===== src/rtl/computation_unit.sv =====
// Datapath computation stage: operand select, B shifter, extended ALU with an
// iterative shift-and-add multiplier, result register C and Z/N/V status.
module computation_unit #(
  parameter int WIDTH = 16,
  parameter int IMMW  = 5
) (
  input  logic             clk,
  input  logic             resetn,
  input  logic             start,
  input  logic             asel,
  input  logic             bsel,
  input  logic             loadc,
  input  logic             loads,
  input  logic [1:0]       shift,
  input  logic [2:0]       ALUop,
  input  logic [WIDTH-1:0] datapath_in,
  input  logic [WIDTH-1:0] A,
  input  logic [WIDTH-1:0] B,
  output logic             busy,
  output logic             done,
  output logic [2:0]       status,
  output logic [WIDTH-1:0] C
);

  localparam int CW = $clog2(WIDTH + 1);
  localparam logic [2:0] OP_MUL = 3'b100;

  typedef enum logic {IDLE, MUL} state_t;

  typedef struct packed {
    logic [WIDTH-1:0] mcand;
    logic [WIDTH-1:0] mplier;
    logic             loadc;
    logic             loads;
  } mul_ctx_t;

  state_t           state, state_nx;
  mul_ctx_t         ctx;
  logic [WIDTH-1:0] ain, bshift, bin, result, acc, acc_step;
  logic [CW-1:0]    cnt;
  logic             v_flag, is_mul, last_step;
  logic             unused_dp;

  // Only the low IMMW bits of datapath_in feed the immediate.
  assign unused_dp = ^datapath_in;

  assign ain    = asel ? '0 : A;
  assign bin    = bsel ? WIDTH'(datapath_in[IMMW-1:0]) : bshift;
  assign is_mul = (ALUop == OP_MUL);
  assign busy   = (state == MUL);

  always_comb begin
    bshift = B;
    unique case (shift)
      2'b00: bshift = B;
      2'b01: bshift = {B[WIDTH-2:0], 1'b0};
      2'b10: bshift = {1'b0, B[WIDTH-1:1]};
      2'b11: bshift = {B[WIDTH-1], B[WIDTH-1:1]};
    endcase
  end

  // Single-cycle ALU; MUL goes through the iterative path instead.
  always_comb begin
    result = '0;
    v_flag = 1'b0;
    unique case (ALUop)
      3'b000: begin
        result = ain + bin;
        v_flag = (ain[WIDTH-1] == bin[WIDTH-1]) && (result[WIDTH-1] != ain[WIDTH-1]);
      end
      3'b001: begin
        result = ain - bin;
        v_flag = (ain[WIDTH-1] != bin[WIDTH-1]) && (result[WIDTH-1] != ain[WIDTH-1]);
      end
      3'b010: result = ain & bin;
      3'b011: result = ~bin;
      3'b100: result = '0;
      3'b101: result = ain | bin;
      3'b110: result = ain ^ bin;
      3'b111: result = '0;
    endcase
  end

  assign acc_step  = ctx.mplier[0] ? acc + ctx.mcand : acc;
  assign last_step = (state == MUL) && (cnt == CW'(WIDTH - 1));

  always_comb begin
    state_nx = state;
    unique case (state)
      IDLE: if (start && is_mul) state_nx = MUL;
      MUL:  if (last_step)       state_nx = IDLE;
    endcase
  end

  always_ff @(posedge clk) begin
    if (!resetn) state <= IDLE;
    else         state <= state_nx;
  end

  always_ff @(posedge clk) begin
    if (!resetn) begin
      C      <= '0;
      status <= 3'b000;
      done   <= 1'b0;
      acc    <= '0;
      cnt    <= '0;
      ctx    <= '0;
    end else begin
      done <= 1'b0;
      unique case (state)
        IDLE: begin
          if (start && is_mul) begin
            ctx <= '{mcand: ain, mplier: bin, loadc: loadc, loads: loads};
            acc <= '0;
            cnt <= '0;
          end else if (start) begin
            if (loadc) C      <= result;
            if (loads) status <= {v_flag, result[WIDTH-1], ~|result};
            done <= 1'b1;
          end
        end
        MUL: begin
          acc        <= acc_step;
          ctx.mcand  <= {ctx.mcand[WIDTH-2:0], 1'b0};
          ctx.mplier <= {1'b0, ctx.mplier[WIDTH-1:1]};
          cnt        <= cnt + CW'(1);
          if (last_step) begin
            if (ctx.loadc) C      <= acc_step;
            if (ctx.loads) status <= {1'b0, acc_step[WIDTH-1], ~|acc_step};
            done <= 1'b1;
          end
        end
      endcase
    end
  end

endmodule


===== config.mk =====
export PLATFORM = sky130hd
export DESIGN_NAME = computation_unit
export DESIGN_NICKNAME = d
export VERILOG_FILES = /design/src/rtl/computation_unit.sv
export SDC_FILE = /design/constraint.sdc
export NUM_CORES = 1
export LEC_CHECK = 0
export BUFFER_PORTS_ARGS = -buffer_cell sky130_fd_sc_hd__buf_2
export CAP_MARGIN = 20
export CORE_ASPECT_RATIO = 0.9
export CORE_MARGIN = 4
export CORE_UTILIZATION = 49
export CTS_BUF_LIST = sky130_fd_sc_hd__clkbuf_4
export DETAILED_ROUTE_END_ITERATION = 10
export GPL_ROUTABILITY_DRIVEN = 1
export PLACE_DENSITY = 0.68
export SKIP_LAST_GASP = 1
export SLEW_MARGIN = 30
export SYNTH_ARGS = -nofsm -noshare
export SYNTH_HDL_FRONTEND = slang
export SYNTH_SLANG_ARGS = --single-unit
export TNS_END_PERCENT = 1

===== constraint.sdc =====
create_clock -name clk -period 5.3 [get_ports clk]
set_clock_uncertainty 0.1 [all_clocks]
set_input_delay 0.53 -clock clk [delete_from_list [all_inputs] [get_ports clk]]
set_output_delay 0.53 -clock clk [all_outputs]
set_load 0.01 [all_outputs]

==> results.md, run 1 <==
* Avg Synthesized Cell Area at 7.211 um2
* Vias in the first global route at 7048
* Drt total wl at 23.39 mm
* Post-Syn Area at 7615 um2
* Synth Area in Adders at 12.45%
* Die Ht at 126.3 um
* Hold_buf cts at 0
* Async SR Flop Fraction at 0%
* Antenna Nets Post-Route at 0
* Post-synth top flop: dfxtp_1
* R2r worst-path depth at 11
* Setup Viol. Count Final at 0
* # nets final at 1218
* Final Hold Vio Count at 0
* Hpwl dp at 17.31 mm
* Drt via density at 6.120
* Compound-gate portion of the synthesized area at 29.35%
* Leak pwr at 3.546 nW
* Worst R2R End: status[0]
* Hold WC Path Type: in -> reg
* Inserted Clock Buffers at 9
* Worst-path clk slew at 120 ps
* Sink Count at 76
* DRC at 0
* Synth top cells by count: nor2_1, nand2_1, a21oi_1
* Reg2reg setup slack at 2220 ps
* I/O Buffers at 69
* Top post-synthesis cells by area: dfxtp_1, ha_1, a21oi_1
* Syn nets at 1190
* CP required at 5530 ps
* Clk_lat worst skew at 440 ps
* Post-synth top area cell: dfxtp_1
* FMAX at 0.2380 GHz
* Syn-to-layout area delta at 7.345%
* Yosys Warn Count at 0
* Simple-gate share of the synthesized area at 24.96%
* Post-CTS Setup Inserts at 0
* VDD IR max at 0.0001379 V
* Most common cell in the netlist: nor2_1
* Die width at 139.4 um
* Fin worst setup slack at 1099 ps
* Slew HR at 45.04%
* Power density cells at 185.6 nW/um2
* Rows at 42
* Inst Count DP at 1271
* Clk root buf: clkbuf_4
* Max-cap viol count at 0
* Setup TNS at 0 ps
* Critical path peak fanout at 23
* Core area at 14980 um2
* Largest family of logic cells by synthesized area: compound AO/OA/AOI/OAI gates
* CP Capture Type: register
* Post-synth EDFFs at 0
* Status: finished clean
* Hold Crit Endpoint: ctx[0]
* Cells after Synth at 1056
* Worst min-delay path startpoint: loads
* Setup CP Type: in -> reg
* Number of iterations in the first detailed-routing pass at 5
* Hold Path Depth at 3
* Register area share after synthesis at 19.98%
* Final Slew Violations at 0
* Post-synthesis mux area share at 4.453%
* Final min period at 4201 ps
* Critical path arrival at 4430 ps
* CP startpoint kind: primary input
* Via Count at 7877
* Final Cycle Share at 79.27%
* GP Congestion at 0.9603
* Clock Power Share at 23.5%
* Routed len/inst at 18.17 um
* Fill count at 1528
* Ant diodes at 0
* Ratio of cells with drive above 1 in the final layout at 12.03%
* H-tree depth at 3
* Flop and latch count out of synthesis at 76
* Post-place setup slack at 765.6 ps
* I/O pins at 81
* Antenna violations before repair at 0
* Net Sw Frac at 38.27%
* Unrepaired setup endpoints after global routing: false
* Psw at 0.5807 mW
* Footprint of the multi-input gates at 5579 um2
* First-pass GRT wire length at 37.06 mm
* Share of total power in combinational logic at 36.6%
* Die area at 17600 um2
* Xor and xnor area share after synthesis at 1.955%
* Gr usage total at 25.57%
* Least-Margin Pin Slew at 820.7 ps
* Final Non-Filler Cells at 1287
* Netlist cell types at 76
* Initial Util at 50.84%
* Cell-internal power at 0.9367 mW
* Iter 0 DRT Violations at 739
* Register area at 1523 um2
* Post-CTS Resized at 0
* Part of the power in registers at 39.9%
* Gr ovfl total at 0
* Largest net degree at the start of global routing at 65
* Clk buf depth at 2
* CTS tree: done
* Synth top area share at 19.98%
* RR Startpoint: ctx[18]
[state kept, by name (all words and copies together), names as in the netlist]
| signal | cells |
|---|---|
| acc | 16 |
| ctx | 34 |
| done | 1 |
| busy | 1 |
| cnt | 5 |
| C | 16 |
| status | 3 |
[metrics by stage]
| step | total power, mW | hold slack [ps] | instance area (um2) | util (%) |
|---|---|---|---|---|
| floorplan | 1.008 | 332.8 | 7615 | - |
| detailed placement | 1.161 | 341.6 | 8035 | 53.65 |
| finish | 1.517 | 235.3 | 8174 | 54.58 |
| global placement | 1.155 | 343.1 | 8035 | 53.65 |
| CTS | 1.518 | 200.5 | 8169 | 54.54 |
| global route | 1.605 | 224.9 | 8174 | 54.58 |
[layer usage]
metal	global-route usage [%]	wire length (um)	vias to the layer above
li1	-	-	3876
met1	37.90	11240	3635
met2	37.69	9766	326
met3	5.118	1925	40
met4	6.732	459	0
met5	0	0	-
[how the worst max path moves through the flow]
stage	start	to	slack [ps]	depth (start not counted)
floorplan	bsel	status[0]	1630	16
global placement	shift[0]	status[2]	850	13
detailed placement	shift[0]	status[1]	770	13
CTS	shift[0]	status[2]	1140	13
global route	shift[0]	status[2]	870	13
finish	shift[0]	status[2]	1100	13
[cells in the final DEF, fill, tap and decap left out, types with 5 or more instances in the layout]
master,count
a2111oi_0,5
a211oi_1,37
a21boi_0,5
a21o_1,12
a21oi_1,92
a221oi_1,9
a311oi_1,9
a31oi_1,18
and2_1,11
and3_1,6
buf_2,69
buf_4,14
clkbuf_4,9
dfxtp_1,75
ha_1,71
inv_1,59
mux2_2,7
mux2i_1,26
nand2_1,103
nand2b_1,35
nand3_1,26
nand3b_1,5
nand4_1,9
nor2_1,119
nor2b_1,24
nor3_1,36
o211ai_1,17
o21a_1,8
o21ai_0,37
o21ai_1,6
o221ai_1,9
o22ai_1,8
or2_2,5
or3_1,6
xnor2_1,13
[worst max-delay path: stages]
cell and delay (ps):
buf_2 360, mux2_2 380, o211ai_1 530, ha_1 410, nor2b_1 130, nor3_1 60
a2bb2oi_1 440, nand3_1 240, o31a_1 330, nor3_1 420, xnor2_1 170, a31oi_1 120
o41ai_1 300
[cells by family (layout without fill, tap and decap cells)]
logic type,count (synthesis),after routing
simple gates,400,400
compound gates,326,326
buf+inv,130,163
flops,76,76
fa+ha+maj,74,74
mux,33,33
xor+xnor,17,17
[cell type report]
| type | instances | area share (%) |
|---|---|---|
| Inverter | 64 | 2.939 |
| Tap cell | 198 | 3.031 |
| Multi-Input combinational cell | 850 | 68.25 |
| Sequential cell | 76 | 18.63 |
| Timing Repair Buffer | 83 | 5.510 |
| Clock buffer | 9 | 0.8266 |
| Clock inverter | 7 | 0.8113 |
[power by group through the flow]
stage	sequential [mW]	combinational (mW)	clock (mW)
final	0.606	0.555	0.356
after detailed placement	0.618	0.543	0
after floorplan	0.619	0.388	0
after CTS	0.605	0.546	0.367
after global placement	0.618	0.537	0
after global routing	0.608	0.609	0.388
Power figures use the tool's default switching activity.
==> run 2, diff against run 1 <==
--- a/config.mk
+++ b/config.mk
@@ -13,7 +13,7 @@
 export CTS_BUF_LIST = sky130_fd_sc_hd__clkbuf_4
 export DETAILED_ROUTE_END_ITERATION = 10
 export GPL_ROUTABILITY_DRIVEN = 1
-export PLACE_DENSITY = 0.68
+export PLACE_DENSITY = 0.71
 export SKIP_LAST_GASP = 1
 export SLEW_MARGIN = 30
 export SYNTH_ARGS = -nofsm -noshare
==> constraint.sdc (replaced) <==
create_clock -name clk -period 3.4 [get_ports clk]
set_clock_uncertainty 0.1 [all_clocks]
set_input_delay 0.34 -clock clk [delete_from_list [all_inputs] [get_ports clk]]
set_output_delay 0.34 -clock clk [all_outputs]
set_load 0.01 [all_outputs]
==> results.md, run 2 (same netlist as run 1, synthesis figures left out) <==
* Largest net degree at the start of global routing at 48 (was 65)
* Max reg flops at 34 (unchanged)
* Most frequent cells in the layout: buf_4, nor2_1, nand2_1, a21oi_1, dfxtp_1 (was nor2_1, nand2_1, a21oi_1, dfxtp_1, ha_1)
* WP depth at 14 (was 13)
* CP required at 3660 ps (was 5530 ps)
* Hold WC Path Type: in -> reg (unchanged)
* Die width at 139.4 um (unchanged)
* Clk root buf: clkbuf_4 (unchanged)
* Worst-path clk slew at 130 ps (was 120 ps)
* Fin worst setup slack at 83.90 ps (was 1099 ps)
* Largest regs: ctx (34), C (16), acc (16) (unchanged)
* Unrepaired setup endpoints after global routing: true (was false)
* Sink Count at 76 (unchanged)
* Via Count at 8549 (was 7877)
* Hold Path Depth at 3 (unchanged)
* Hold slack at 39.38 ps (was 235.3 ps)
* Vias in the first global route at 7815 (was 7048)
* Die area at 17600 um2 (unchanged)
* Hpwl dp at 19.78 mm (was 17.31 mm)
* Inst Count DP at 1411 (was 1271)
* Gr ovfl total at 0 (unchanged)
* Most common cell on crit path: o21ai_0 (was nor3_1)
* Fill count at 1370 (was 1528)
* CTS tree: done (unchanged)
* Total power at 2.691 mW (was 1.517 mW)
* Least-Margin Pin Slew at 772.2 ps (was 820.7 ps)
* Crit path max-delay family: compound AO/OA/AOI/OAI gates (unchanged)
* Critical path peak fanout at 12 (was 23)
* FMAX at 0.3016 GHz
* Final Hold Vio Count at 0 (unchanged)
* Final Cycle Share at 97.53%
* Max-cap viol count at 0 (unchanged)
* Ratio of cells with drive above 1 in the final layout at 23.09% (was 12.03%)
* Final Slew Violations at 0 (unchanged)
* VDD IR max at 0.0002465 V (was 0.0001379 V)
* Number of iterations in the first detailed-routing pass at 6 (was 5)
* Setup CP Type: in -> reg (unchanged)
* Leak pwr at 4.288 nW (was 3.546 nW)
* Most common cell after layout, fill and taps aside: buf_4 (was nor2_1)
* Iter 0 DRT Violations at 961 (was 739)
* Critical path arrival at 3580 ps (was 4430 ps)
* R2r worst-path depth at 10 (was 11)
* Slew HR at 48.44% (was 45.04%)
* Power density cells at 287.1 nW/um2 (was 185.6 nW/um2)
* Final Non-Filler Cells at 1429 (was 1287)
* Rows at 42 (unchanged)
* Routed len/inst at 17.97 um (was 18.17 um)
* H-tree depth at 3 (unchanged)
* # nets final at 1359 (was 1218)
* GP Congestion at 1.033 (was 0.9603)
* Gr usage total at 28.02% (was 25.57%)
* Die Ht at 126.3 um (unchanged)
* CP Capture Type: register (unchanged)
* WP buf/inv at 1 (unchanged)
* First-pass GRT wire length at 40.61 mm (was 37.06 mm)
* DRC at 0 (unchanged)
* Final min period at 3316 ps
* Initial Util at 50.84% (unchanged)
* Setup Viol. Count Final at 0 (unchanged)
* Crit-path slowest cell: a2111oi_1 (was o211ai_1)
* Drt total wl at 25.67 mm (was 23.39 mm)
* Inserted Clock Buffers at 9 (unchanged)
* Biggest register: ctx (unchanged)
* Antenna violations before repair at 1 (was 0)
* Clk_lat worst skew at 430 ps (was 440 ps)
* Post-place setup slack at -433.3 ps (was 765.6 ps)
* I/O pins at 81 (unchanged)
* Status: finished clean (unchanged)
* Antenna Nets Post-Route at 0 (unchanged)
* I/O Buffers at 69 (unchanged)
* Drt via density at 5.983 (was 6.120)
* Syn-to-layout area delta at 23.09% (was 7.345%)
* CP startpoint kind: primary input (unchanged)
* Clk buf depth at 2 (unchanged)
* Core area at 14980 um2 (unchanged)
* Slowest stage delay, CP at 460 ps (was 530 ps)
* CP Cell Sequence: clkbuf_4, or3b_4, a31oi_4, ha_2, fa_1, o21bai_1, a2111oi_1, o21ai_0, and3_1, o21ai_0, nand3_1, nor4_2, nand4_1, o31ai_2 (was buf_2, mux2_2, o211ai_1, ha_1, nor2b_1, nor3_1, a2bb2oi_1, nand3_1, o31a_1, nor3_1, xnor2_1, a31oi_1, o41ai_1)
run 2: stage by stage:
stage               cell area, um2  util, %  TNS (ps)
finish                        9373    62.58         0
global route                  9373    62.58    -166.5
CTS                           9295    62.06         0
detailed placement            9134    60.99     -3697
global placement              9134    60.99     -2809
floorplan                     7625        -         0
run 2: final timing paths:
kind	start	to	slack [ps]
worst max-delay path	shift[0]	status[0]	80
worst min-delay path	loads	ctx[0]	40
worst max register to register	acc[1]	status[0]	300
worst min register to register	C[4]	C[4]	360
run 2: cell type report:
type	count	area, um2	area share, %
Antenna cell	1	2.502	0.02670
Clock buffer	10	75.07	0.8010
Clock inverter	6	86.33	0.9211
Inverter	64	240.2	2.563
Multi-Input combinational cell	850	5649	60.27
Sequential cell	76	1523	16.25
Tap cell	198	247.7	2.643
Timing Repair Buffer	224	1549	16.53
run 2: power breakdown:
group,internal (mW),switching [mW],total (mW)
clock network,0.307,0.330,0.637
registers,0.923,0.0262,0.949
logic,0.491,0.615,1.11
total,1.72,0.971,2.69
run 2: timing repair:
action / CTS / global route
resized for setup: 0 / 16
setup buffers: 0 / 1
endpoints found under the setup margin: 0 / 10
hold buffers: 0 / 0
run 2: layer usage:
layer | GRT usage [%] | vias up | wire length (um)
met5 | 0 | - | 0
met4 | 7.537 | 0 | 578
met3 | 4.852 | 48 | 2325
met2 | 42.50 | 406 | 10900
met1 | 40.93 | 3934 | 11870
li1 | - | 4161 | -
run 2: tightest hold or removal path, stage by stage:
cell     delay (ps)
buf_2           100
nand2_1          50
a21oi_1          50
==> run 3, diff against run 2 <==
--- a/config.mk
+++ b/config.mk
@@ -5,7 +5,7 @@
 export SDC_FILE = /design/constraint.sdc
 export NUM_CORES = 1
 export LEC_CHECK = 0
-export BUFFER_PORTS_ARGS = -buffer_cell sky130_fd_sc_hd__buf_2
+export BUFFER_PORTS_ARGS = -buffer_cell sky130_fd_sc_hd__buf_4
 export CAP_MARGIN = 20
 export CORE_ASPECT_RATIO = 0.9
 export CORE_MARGIN = 4
==> results.md, run 3 (same netlist as run 1, synthesis figures left out) <==
* Most frequent cells in the layout: buf_4, nor2_1, nand2_1, a21oi_1, dfxtp_1 (unchanged)
* Die area at 17600 um2 (unchanged)
* Number of iterations in the first detailed-routing pass at 5 (was 6)
* Status: finished clean (unchanged)
* Final Core Density at 63.48% (was 62.58%)
* I/O Buffers at 69 (unchanged)
* Routed len/inst at 17.82 um (was 17.97 um)
* Initial Util at 50.84% (unchanged)
* Clk buf depth at 2 (unchanged)
* Biggest register: ctx (unchanged)
* Ratio of cells with drive above 1 in the final layout at 23.40% (was 23.09%)
* Met1 Usage GRT at 40.65% (was 40.93%)
* Slew HR at 42.46% (was 48.44%)
* Most common cell after layout, fill and taps aside: buf_4 (unchanged)
* Hold WC Path Type: in -> reg (unchanged)
* Syn-to-layout area delta at 24.84% (was 23.09%)
* CP required at 3670 ps (was 3660 ps)
* Hold_buf cts at 0 (unchanged)
* Clk_lat worst skew at 430 ps (about the same)
* Max-cap viol count at 0 (unchanged)
* Setup CP Type: in -> reg (unchanged)
* GRT busiest layer: met2 (unchanged)
* Clk root buf: clkbuf_4 (unchanged)
* Final Cycle Share at 97.28% (was 97.53%)
* Final min period at 3308 ps (was 3316 ps)
* Critical path peak fanout at 22 (was 12)
* Gr ovfl total at 0 (unchanged)
* FMAX at 0.3023 GHz (was 0.3016 GHz)
* Gr usage total at 27.78% (was 28.02%)
* # nets final at 1360 (was 1359)
* CP Capture Type: register (unchanged)
* Antenna violations before repair at 0 (was 1)
* Largest net degree at the start of global routing at 64 (was 48)
* Max reg flops at 34 (unchanged)
* Vias in the first global route at 7692 (was 7815)
* Drt via density at 5.910 (was 5.983)
* Fill count at 1392 (was 1370)
* Ant diodes at 0 (was 1)
* Via Count at 8445 (was 8549)
* Hpwl dp at 19.76 mm (was 19.78 mm)
* Leak pwr at 4.305 nW (was 4.288 nW)
* First-pass GRT wire length at 40.05 mm (was 40.61 mm)
* Power density cells at 269.8 nW/um2 (was 287.1 nW/um2)
* Largest regs: ctx (34), C (16), acc (16) (unchanged)
* Die width at 139.4 um (unchanged)
* Inserted Clock Buffers at 9 (unchanged)
* Antenna Nets Post-Route at 0 (unchanged)
* GP Congestion at 0.9741 (was 1.033)
* CP startpoint kind: primary input (unchanged)
* Core area at 14980 um2 (unchanged)
* VDD IR max at 0.0002075 V (was 0.0002465 V)
* Sink Count at 76 (unchanged)
* I/O pins at 81 (unchanged)
* Rows at 42 (unchanged)
* H-tree depth at 3 (unchanged)
* Drt total wl at 25.46 mm (was 25.67 mm)
* Met3 Use GR at 4.928% (was 4.852%)
* Final Slew Violations at 0 (unchanged)
* Unrepaired setup endpoints after global routing: true (unchanged)
* Final Hold Vio Count at 0 (unchanged)
* Setup Viol. Count Final at 0 (unchanged)
* Hold slack at 52.84 ps (was 39.38 ps)
* Worst-path clk slew at 130 ps (about the same)
* DRC at 0 (unchanged)
* Least-Margin Pin Slew at 861.8 ps (was 772.2 ps)
* Critical path arrival at 3580 ps (about the same)
* CTS tree: done (unchanged)
* Die Ht at 126.3 um (unchanged)
* Met2 Use GR at 42.35% (was 42.50%)
* Iter 0 DRT Violations at 824 (was 961)
run 3: changes by cell type in the layout (fill, tap and decap cells not counted), moves of 2 or more:
cell | before | now
clkbuf_4 | 11 | 9
ha_2 | 3 | 1
bufinv_16 | 2 | 0
ha_1 | 68 | 70
o31ai_2 | 2 | 4
o31ai_1 | 3 | 1
buf_4 | 152 | 223
buf_2 | 68 | 0
run 3: layout make-up:
class	instances	area [um2]	share of cell area, %
clock buffer	9	67.56	0.7107
clock inverter	7	42.54	0.4475
inverter	64	240.2	2.527
multi-input combinational	850	5672	59.66
sequential	76	1523	16.02
tap	198	247.7	2.606
timing repair buffer	225	1714	18.03
run 3: what timing repair did:
action | CTS | global route
gates resized for setup | 0 | 18
setup endpoints to repair | 0 | 7
buffers inserted | 0 | 1
run 3: path summary, 6_finish.rpt:
path / start / endpoint / slack [ps] / cells after the start
setup / recovery: shift[1] / status[0] / 90 / 16
hold / removal: loads / ctx[0] / 50 / 3
setup reg to reg: acc[1] / status[0] / 250 / 10
hold reg to reg: C[2] / C[2] / 360 / 2
run 3: power breakdown:
group          switching [mW]  internal, mW
Clock                   0.343         0.146
Sequential             0.0268         0.923
Combinational           0.612         0.515
Total                   0.981          1.58
run 3: stage by stage:
step | cell area [um2] | TNS, ps | total power, mW | worst slack [ps] | cells
final | 9507 | 0 | 2.565 | 92.44 | 1429
after global routing | 9507 | -108.6 | 2.719 | -44.16 | 1429
after CTS | 9412 | 0 | 2.535 | 121.9 | 1428
after detailed placement | 9301 | -2563 | 2.048 | -360.8 | 1412
after global placement | 9301 | -2126 | 2.037 | -287.3 | 1412
after floorplan | 7625 | 0 | 1.572 | 45.95 | 1056
run 3: worst max-delay path: stages:
cell and delay, ps:
buf_4 110, buf_4 150, buf_4 200, o211ai_1 310, buf_4 180, ha_1 220
nor2_1 90, a2111oi_1 500, o41ai_2 160, buf_4 170, and2_1 170, a221oi_1 290
o221ai_1 210, nor2_1 160, nand4_1 120, o31ai_2 180
run 3: per-layer routing:
metal | wire, um | share of wire [%] | up-vias
li1 | - | - | 4161
met1 | 12190 | 48 | 3924
met2 | 10920 | 43 | 324
met3 | 1835 | 7.2 | 36
met4 | 520 | 2.0 | 0
met5 | 0 | 0 | -
